File: config.mk
export PLATFORM = sky130hd
export DESIGN_NAME = baccarat_fsm_flat
export DESIGN_NICKNAME = d
export VERILOG_FILES = /design/src/rtl/baccarat_pkg.sv /design/src/rtl/baccarat_fsm_if.sv /design/src/rtl/baccarat_fsm_banker_draw_rule.sv /design/src/rtl/baccarat_fsm.sv /design/src/flat_wrapper.sv
export SDC_FILE = /design/constraint.sdc
export NUM_CORES = 1
export LEC_CHECK = 0
export BUFFER_PORTS_ARGS = -buffer_cell sky130_fd_sc_hd__buf_2
export CAP_MARGIN = 10
export CELL_PAD_IN_SITES_DETAIL_PLACEMENT = 1
export CELL_PAD_IN_SITES_GLOBAL_PLACEMENT = 1
export CORE_ASPECT_RATIO = 1.2
export CORE_MARGIN = 8
export CORE_UTILIZATION = 29
export CTS_CLUSTER_SIZE = 16
export DETAILED_ROUTE_END_ITERATION = 8
export HOLD_SLACK_MARGIN = 0.1
export PLACE_DENSITY = 0.85
export REMOVE_ABC_BUFFERS = 1
export SLEW_MARGIN = 20
export SYNTH_ARGS = -nofsm -noshare
export SYNTH_HDL_FRONTEND = slang
export SYNTH_SLANG_ARGS = --single-unit
export TNS_END_PERCENT = 100
File: constraint.sdc
create_clock -name slow_clock -period 1.4 [get_ports slow_clock]
set_input_delay 0.07 -clock slow_clock [delete_from_list [all_inputs] [get_ports slow_clock]]
set_output_delay 0.07 -clock slow_clock [all_outputs]
set_load 0.03 [all_outputs]
File: src/rtl/baccarat_pkg.sv
// Shared types, default rule thresholds and card-code helpers for the Baccarat control stage.
package baccarat_pkg;

    localparam logic [3:0] NATURAL_MIN_DEF = 4'd8;
    localparam logic [3:0] DRAW_MAX_DEF    = 4'd5;

    localparam logic [3:0] CARD_TEN   = 4'd10;
    localparam logic [3:0] CARD_JACK  = 4'd11;
    localparam logic [3:0] CARD_QUEEN = 4'd12;
    localparam logic [3:0] CARD_KING  = 4'd13;

    typedef enum logic [3:0] {
        ST_DEAL_P1,
        ST_DEAL_D1,
        ST_DEAL_P2,
        ST_DEAL_D2,
        ST_EVAL,
        ST_DEAL_P3,
        ST_EVAL_D3,
        ST_DEAL_D3,
        ST_DONE
    } state_t;

    // Face cards and tens count zero; any code from ten upward is treated as a ten.
    function automatic logic [3:0] card_value(input logic [3:0] code);
        return (code >= CARD_TEN) ? 4'd0 : code;
    endfunction

endpackage

File: src/rtl/baccarat_fsm_if.sv
// Score inputs, card load strobes and result lights between the control stage and the datapath.
interface baccarat_fsm_if;
    logic [3:0] pscore;
    logic [3:0] dscore;
    logic [3:0] pcard3;
    logic       load_pcard1;
    logic       load_pcard2;
    logic       load_pcard3;
    logic       load_dcard1;
    logic       load_dcard2;
    logic       load_dcard3;
    logic       player_win_light;
    logic       dealer_win_light;
    logic       game_over;

    modport master (
        input  pscore, dscore, pcard3,
        output load_pcard1, load_pcard2, load_pcard3,
        output load_dcard1, load_dcard2, load_dcard3,
        output player_win_light, dealer_win_light, game_over
    );

    modport slave (
        output pscore, dscore, pcard3,
        input  load_pcard1, load_pcard2, load_pcard3,
        input  load_dcard1, load_dcard2, load_dcard3,
        input  player_win_light, dealer_win_light, game_over
    );
endinterface

File: src/rtl/baccarat_fsm_banker_draw_rule.sv
// Punto Banco banker third-card table: given the banker's two-card score and the
// value of the player's third card, decide whether the banker draws.
module banker_draw_rule (
    input  logic [3:0] dscore,
    input  logic [3:0] v,
    output logic       draw
);
    always_comb begin
        draw = 1'b0;
        case (dscore)
            4'd0, 4'd1, 4'd2: draw = 1'b1;
            4'd3:             draw = (v != 4'd8);
            4'd4:             draw = (v >= 4'd2) && (v <= 4'd7);
            4'd5:             draw = (v >= 4'd4) && (v <= 4'd7);
            4'd6:             draw = (v >= 4'd6) && (v <= 4'd7);
            default:          draw = 1'b0;
        endcase
    end
endmodule

File: src/rtl/baccarat_fsm.sv
// Baccarat deal sequencer: one state per slow_clock edge, one-hot card load strobes,
// third-card rules and win/tie lights.
module baccarat_fsm
    import baccarat_pkg::*;
#(
    parameter logic [3:0] NATURAL_MIN = NATURAL_MIN_DEF,
    parameter logic [3:0] DRAW_MAX    = DRAW_MAX_DEF
) (
    input  logic           slow_clock,
    input  logic           reset,
    baccarat_fsm_if.master bus
);
    localparam logic [3:0] DEAL_P1 = 4'(ST_DEAL_P1);
    localparam logic [3:0] DEAL_D1 = 4'(ST_DEAL_D1);
    localparam logic [3:0] DEAL_P2 = 4'(ST_DEAL_P2);
    localparam logic [3:0] DEAL_D2 = 4'(ST_DEAL_D2);
    localparam logic [3:0] EVAL    = 4'(ST_EVAL);
    localparam logic [3:0] DEAL_P3 = 4'(ST_DEAL_P3);
    localparam logic [3:0] EVAL_D3 = 4'(ST_EVAL_D3);
    localparam logic [3:0] DEAL_D3 = 4'(ST_DEAL_D3);
    localparam logic [3:0] DONE    = 4'(ST_DONE);

    logic [3:0] state;
    logic [3:0] state_next;
    logic       banker_draws;
    logic       natural;
    logic       done;

    banker_draw_rule u_banker_rule (
        .dscore (bus.dscore),
        .v      (card_value(bus.pcard3)),
        .draw   (banker_draws)
    );

    assign natural = (bus.pscore >= NATURAL_MIN) || (bus.dscore >= NATURAL_MIN);

    always_comb begin
        state_next = state;
        case (state)
            DEAL_P1: state_next = DEAL_D1;
            DEAL_D1: state_next = DEAL_P2;
            DEAL_P2: state_next = DEAL_D2;
            DEAL_D2: state_next = EVAL;
            EVAL: begin
                if (natural)
                    state_next = DONE;
                else if (bus.pscore <= DRAW_MAX)
                    state_next = DEAL_P3;
                else if (bus.dscore <= 4'd5)
                    state_next = DEAL_D3;
                else
                    state_next = DONE;
            end
            DEAL_P3: state_next = EVAL_D3;
            EVAL_D3: state_next = banker_draws ? DEAL_D3 : DONE;
            DEAL_D3: state_next = DONE;
            DONE:    state_next = DONE;
            default: state_next = DEAL_P1;
        endcase
    end

    always_ff @(posedge slow_clock) begin
        if (reset)
            state <= DEAL_P1;
        else
            state <= state_next;
    end

    // Moore outputs, forced low for as long as reset is held.
    assign done = (state == DONE) && !reset;

    assign bus.load_pcard1 = (state == DEAL_P1) && !reset;
    assign bus.load_dcard1 = (state == DEAL_D1) && !reset;
    assign bus.load_pcard2 = (state == DEAL_P2) && !reset;
    assign bus.load_dcard2 = (state == DEAL_D2) && !reset;
    assign bus.load_pcard3 = (state == DEAL_P3) && !reset;
    assign bus.load_dcard3 = (state == DEAL_D3) && !reset;

    // Lights follow the live scores so a final banker card is reflected immediately.
    assign bus.game_over        = done;
    assign bus.player_win_light = done && (bus.pscore >= bus.dscore);
    assign bus.dealer_win_light = done && (bus.dscore >= bus.pscore);
endmodule

File: src/flat_wrapper.sv
// flat-port wrapper written by rule: the top's interface ports become plain ports
module baccarat_fsm_flat import baccarat_pkg::*;
#(
    parameter logic [3:0] NATURAL_MIN = NATURAL_MIN_DEF,
    parameter logic [3:0] DRAW_MAX    = DRAW_MAX_DEF
)
  (slow_clock, reset, bus_pscore, bus_dscore, bus_pcard3, bus_load_pcard1, bus_load_pcard2, bus_load_pcard3, bus_load_dcard1, bus_load_dcard2, bus_load_dcard3, bus_player_win_light, bus_dealer_win_light, bus_game_over);
  baccarat_fsm_if bus_i ();
  input  logic slow_clock;
  input  logic reset;
  input wire logic [$bits(bus_i.pscore)-1:0] bus_pscore;
  input wire logic [$bits(bus_i.dscore)-1:0] bus_dscore;
  input wire logic [$bits(bus_i.pcard3)-1:0] bus_pcard3;
  output wire logic [$bits(bus_i.load_pcard1)-1:0] bus_load_pcard1;
  output wire logic [$bits(bus_i.load_pcard2)-1:0] bus_load_pcard2;
  output wire logic [$bits(bus_i.load_pcard3)-1:0] bus_load_pcard3;
  output wire logic [$bits(bus_i.load_dcard1)-1:0] bus_load_dcard1;
  output wire logic [$bits(bus_i.load_dcard2)-1:0] bus_load_dcard2;
  output wire logic [$bits(bus_i.load_dcard3)-1:0] bus_load_dcard3;
  output wire logic [$bits(bus_i.player_win_light)-1:0] bus_player_win_light;
  output wire logic [$bits(bus_i.dealer_win_light)-1:0] bus_dealer_win_light;
  output wire logic [$bits(bus_i.game_over)-1:0] bus_game_over;
  assign bus_i.pscore = bus_pscore;
  assign bus_i.dscore = bus_dscore;
  assign bus_i.pcard3 = bus_pcard3;
  assign bus_load_pcard1 = bus_i.load_pcard1;
  assign bus_load_pcard2 = bus_i.load_pcard2;
  assign bus_load_pcard3 = bus_i.load_pcard3;
  assign bus_load_dcard1 = bus_i.load_dcard1;
  assign bus_load_dcard2 = bus_i.load_dcard2;
  assign bus_load_dcard3 = bus_i.load_dcard3;
  assign bus_player_win_light = bus_i.player_win_light;
  assign bus_dealer_win_light = bus_i.dealer_win_light;
  assign bus_game_over = bus_i.game_over;
  baccarat_fsm #(.NATURAL_MIN(NATURAL_MIN), .DRAW_MAX(DRAW_MAX)) u_core (.slow_clock(slow_clock), .reset(reset), .bus(bus_i));
endmodule
-- Yosys cells after proc, flatten, opt, wreduce, memory -nomap -nowiden
Cells that the tools add are included.
- bits in registers: 4
- output and inout port bits: 9
- logic and storage cells: 52
- order comparisons: 11
- eq/ne operators: 15
- muxes and demuxes: 7
- reductions and logical operators: 18
- operators by type and width (kind ; number):
    $pmux 4 s8 ; 1
    $eq 4x3->1 const B ; 7
    $mux 4 ; 5
    $eq 4x2->1 const B ; 4
    $ge 4x4->1 const B ; 3
    $le 4x3->1 const B ; 3
    $logic_and 1x1->1 ; 12
    $eq 4x1->1 const B ; 2
    $ge 4x3->1 const B ; 2
    $ge 4x4->1 ; 2
    $logic_not 4->1 ; 2
    $pmux 1 s5 ; 1
    $eq 4x4->1 const B ; 1
    $ge 4x2->1 const B ; 1
    $ne 4x4->1 const B ; 1
    $reduce_or 3->1 ; 1
    $reduce_or 2->1 ; 1
    $logic_not 1->1 ; 1
    $logic_or 1x1->1 ; 1

-- Longest topological paths before layout
- word-level depth: 7
- gate-level depth with buffers: 7
- mapped depth without buffers: 7

-- Hierarchy
Synthesis repeated with hierarchy kept, for this count alone.
- cell total of the unflattened synthesis: 72
- area, all modules: 559.3 um^2
- modules (own cells, without submodules) (module ; instances ; cells an instance ; area each (um^2) ; seq. area each (um^2)):
    baccarat_fsm ; 1 ; 66 ; 506.7 ; 80.1
    banker_draw_rule ; 1 ; 6 ; 52.6 ; 0.0

-- Worst setup path before layout
OpenSTA, ideal clock, no wires.
- path kind: in2out
- from: input port bus_dscore[1]
- to: output port bus_dealer_win_light
- arrival time: 1.437 ns
- data required time: 1.330 ns
- path slack: -0.107 ns
- cell stages on the path: 7
- cell sequence: inv_1 ha_1 nor2b_1 o21a_1 o21ai_0 nand2_1 a21oi_1
- word-level cells in the longest chain between the ends: 2
- RTL lines (what ; line ; RTL):
    start, declared ; flat_wrapper.sv:12 ; input wire logic [$bits(bus_i.dscore)-1:0] bus_dscore;
    $ge 4x4->1 ; baccarat_fsm.sv:82 ; assign bus.dealer_win_light = done && (bus.dscore >= bus.pscore);
    $logic_and 1x1->1 ; baccarat_fsm.sv:82 ;
    end, declared ; flat_wrapper.sv:21 ; output wire logic [$bits(bus_i.dealer_win_light)-1:0] bus_dealer_win_light;
Every way passes these cells.

-- Final worst setup path
- from: input port bus_pscore[1]
- to: output port bus_dealer_win_light
- word-level cells in the longest chain between the ends: 2
- RTL lines (what ; line ; RTL):
    start, declared ; flat_wrapper.sv:11 ; input wire logic [$bits(bus_i.pscore)-1:0] bus_pscore;
    $ge 4x4->1 ; baccarat_fsm.sv:82 ;
    $logic_and 1x1->1 ; baccarat_fsm.sv:82 ;
Every way passes these cells.

==> run summary <==
The routed design has between 1.5 and 2 mm of wire. The multi-input gate area in the final layout came out at 397.9 sq um. The share of the clock period used by the worst path after layout came out at between 90% and 100%. The count of H-tree levels built during CTS is 1. The area of the placeable core is around 1600 sq um. The data required time of the critical path is ~1300 ps. The kind of cell adding the most delay to the critical path is compound AO/OA/AOI/OAI gates. The part of the Yosys area used for sequential elements came out at 16.75%. The synthesis warning total is 0. The total congestion overflow after global routing is 0.

The most used flip-flop cell after synthesis is dfxtp_1. The proportion of power drawn by the clock network came out at between 20 and 30%. The highest net fanout along the worst path is 2. The flow ran to the end, and the final reports show no timing, DRC or antenna violations.

The tree is rooted in a clkbuf_4. The I/O pin count came out at 23. Among all stages on the critical path, the largest delay is contributed by ha_4. Subtracting the final worst setup slack from the clock period gives 1316 ps. The leakage dissipation is between 0.3 and 0.4 nW. The clock tree buffer depth came out at 2. The transition time at the pin with the least slew margin came out at ~320 ps. The clock net in this run drives a total of 4 sinks. The arrival time of the worst setup path is approximately 1300 ps. The number of antenna cells inserted came out at 0. The number of global-route vias before repair came out at 676. The number of buffers and inverters on the critical path is 2. The count of routing violations after the opening detailed-route iteration is 10. The worst slew margin relative to its limit is between 70% and 80%. The portion of total power attributed to sequential cells is a little under a third. The final estimated routing congestion in global placement came out at 0.7827. The residual antenna-violating net count after detailed routing came out at 0. The share of cells above drive strength 1 came out at around half.

The per-cell routed wire length came out at 15.03 um. The register with the most flip-flops in the layout has 4 of them. Summed over all failing endpoints, the final setup total negative slack is 0 ps. The pre-antenna-repair detailed-routing pass consisted of 3 iterations. Once the floorplan was initialized, standard cells occupied between 30% and 40% of the core. The synthesized area per cell came out at around 6.6 sq um. The width of the die came out at approximately 53 um. The floorplan has 16 rows. Counting flops with a built-in enable in the synthesized netlist gives 0. The number of antenna violations at the first check in global routing came to 0. The fraction of synthesized cell area taken by the top area cell type is between 10% and 20%. Entering global routing, the biggest net connects 11 pins. The count of mapped cells out of synthesis came out at ~70. The worst-case IR drop observed on VDD is 557.7 uV.

The vertical die dimension came out at about 60 um. The longest individual stage delay on the worst path is about 240 ps. The routed via count divided by cell count came out at around 5.3. At the end of the flow, the number of nets in the layout was around 120. The latest clock arrival within the worst-skew pair is 230 ps. Registers take about 90 sq um.

The routed layout has around 640 vias. The type of the setup path with the least slack is input pin to primary output. The number of endpoints failing setup at the final stage came out at 0. By area the synthesized netlist is led by dfxtp_1 17%, ha_1 10%, nor2_1 7.9%. Before CTS, the worst setup slack after placement is -94.89 ps. Counting flops per register, the top entry is u_core.state.

After layout, the worst setup slack is 83.58 ps. The max-cap violation count came out at 0. Clock tree synthesis inserted a total of 3 buffers. Port buffering added 22 buffers. The number of remaining DRC errors is 0.

The max-slew violation count is 0. The critical path launch point type is an input pin. The worst-case clock skew came out at approximately 1.8 ps.

TritonCTS built the clock tree. The mapped cell area came out at 478.0 sq um. The critical path goes through buf_2 > ha_4 > nor2b_4 > o21a_1 > o21ai_2 > nand2_1 > a21oi_2 > buf_6. The net switching fraction of the power came out at 37.08%. The share of total power in combinational logic came out at 41.2%.

The number of distinct library cells after synthesis is 25. The die area is about 3200 sq um. The cell-internal power is 0.3216 mW. From synthesis to final layout, the design area changed by 55.50%. The maximum achievable frequency came out at ~760 MHz. The min-delay analysis places its worst path in the category input pin to flop. The critical path capture point type is a primary output. The fraction of synthesis flops using an asynchronous set or reset pin came out at 0%.

The flop and latch count out of synthesis is 4. Setup repair after global routing left no endpoint under its margin. The first-pass GRT wire length is around 2.8 mm. The power density normalized to cell area came out at roughly 700 nW/um^2. The total of fill cells in the finished design is roughly 220. The final-report hold violation count is 0. The total global routing track utilization is around 11%. The commonest cells after synthesis are 10 x nor2_1, 8 x inv_1, 7 x nand2_1, 6 x a21oi_1, 6 x nor3_1.

The largest registers in the layout are u_core.state (4). The most common cell in the synthesized netlist is nor2_1. Clock-pin slew was measured on the worst setup and hold paths at 40 ps. The power spent charging and discharging nets is about 0.19 mW. Summed over all instances, the cell type with the most area after synthesis is dfxtp_1.
## tightest hold or removal path: stages
cell,delay (ps)
buf_2,140
o21bai_1,200
a21oi_1,50
## layout make-up
cell class | instances | share of cell area (%)
Clock buffer | 3 | 3.030
Inverter | 8 | 4.040
Multi-Input combinational cell | 57 | 53.54
Sequential cell | 4 | 11.78
Tap cell | 18 | 3.030
Timing Repair Buffer | 29 | 24.58
## cells in the final DEF (no fill, tap or decap), types with 2 or more instances in the layout
cell type	netlist	layout
nand2_1	7	7
nor2_4	0	2
o21ai_0	5	4
o21ai_2	1	2
nor2b_4	1	2
buf_2	2	17
inv_1	8	6
clkbuf_4	0	3
nor2_1	10	8
buf_4	1	10
nor3_1	6	6
dfxtp_2	0	3
buf_6	0	2
a21oi_1	6	5
ha_1	4	3
nand4_1	4	4
inv_2	0	2
## worst paths after layout
path / endpoint / cells past startpoint / startpoint / slack (ps)
worst max-delay path: bus_dealer_win_light / 8 / bus_pscore[1] / 80
worst min-delay path: u_core.state[0] / 3 / reset / 270
worst max register to register: u_core.state[1] / 3 / u_core.state[1] / 230
worst min register to register: u_core.state[3] / 2 / u_core.state[2] / 580
## stage by stage
stage | instances | instance area, sq um | utilization [%] | total power [mW] | hold WS (ps)
detailed placement | 114 | 630.6 | 39.87 | 0.3313 | 462.2
global placement | 114 | 630.6 | 39.87 | 0.3234 | 464.6
CTS | 117 | 671.9 | 42.48 | 0.4878 | 235.6
floorplan | 69 | 460.4 | - | 0.2572 | 262.2
global route | 119 | 743.2 | 46.99 | 0.5583 | 284.2
finish | 119 | 743.2 | 46.99 | 0.5111 | 272.7
## power by group through the flow
| stage | sequential [mW] | combinational, mW | clock (mW) |
|---|---|---|---|
| after floorplan | 0.145 | 0.112 | 0 |
| after global placement | 0.152 | 0.171 | 0 |
| after detailed placement | 0.154 | 0.177 | 0 |
| after CTS | 0.155 | 0.184 | 0.149 |
| after global routing | 0.160 | 0.232 | 0.166 |
| final | 0.160 | 0.211 | 0.141 |
## timing repair
action | CTS | global route
gates cloned | 0 | 0
gates resized for setup | 10 | 13
setup endpoints to repair | 5 | 5
pin swaps | 0 | 6
hold buffers | 0 | 0
buffers inserted | 0 | 2
endpoints found under the hold margin | 0 | 0
## layer usage
metal  vias to the layer above  track usage (%)  wire length [um]
met5                         -                0                 0
met4                         0            3.249                13
met3                         2            5.882               152
met2                        24            21.31               922
met1                       297            10.29               699
li1                        313                -                 -
## kinds of logic (layout without fill, tap and decap cells)
group	Yosys count	after routing	share of synthesized area, %
adder cells (fa/ha/maj)	4	4	10.47
AND/OR/NAND/NOR	35	35	39.53
AO/OA/AOI/OAI	18	18	23.30
flip-flops	4	4	16.75
buffers and inverters	11	40	9.949
(Power assumes the default switching activity.)
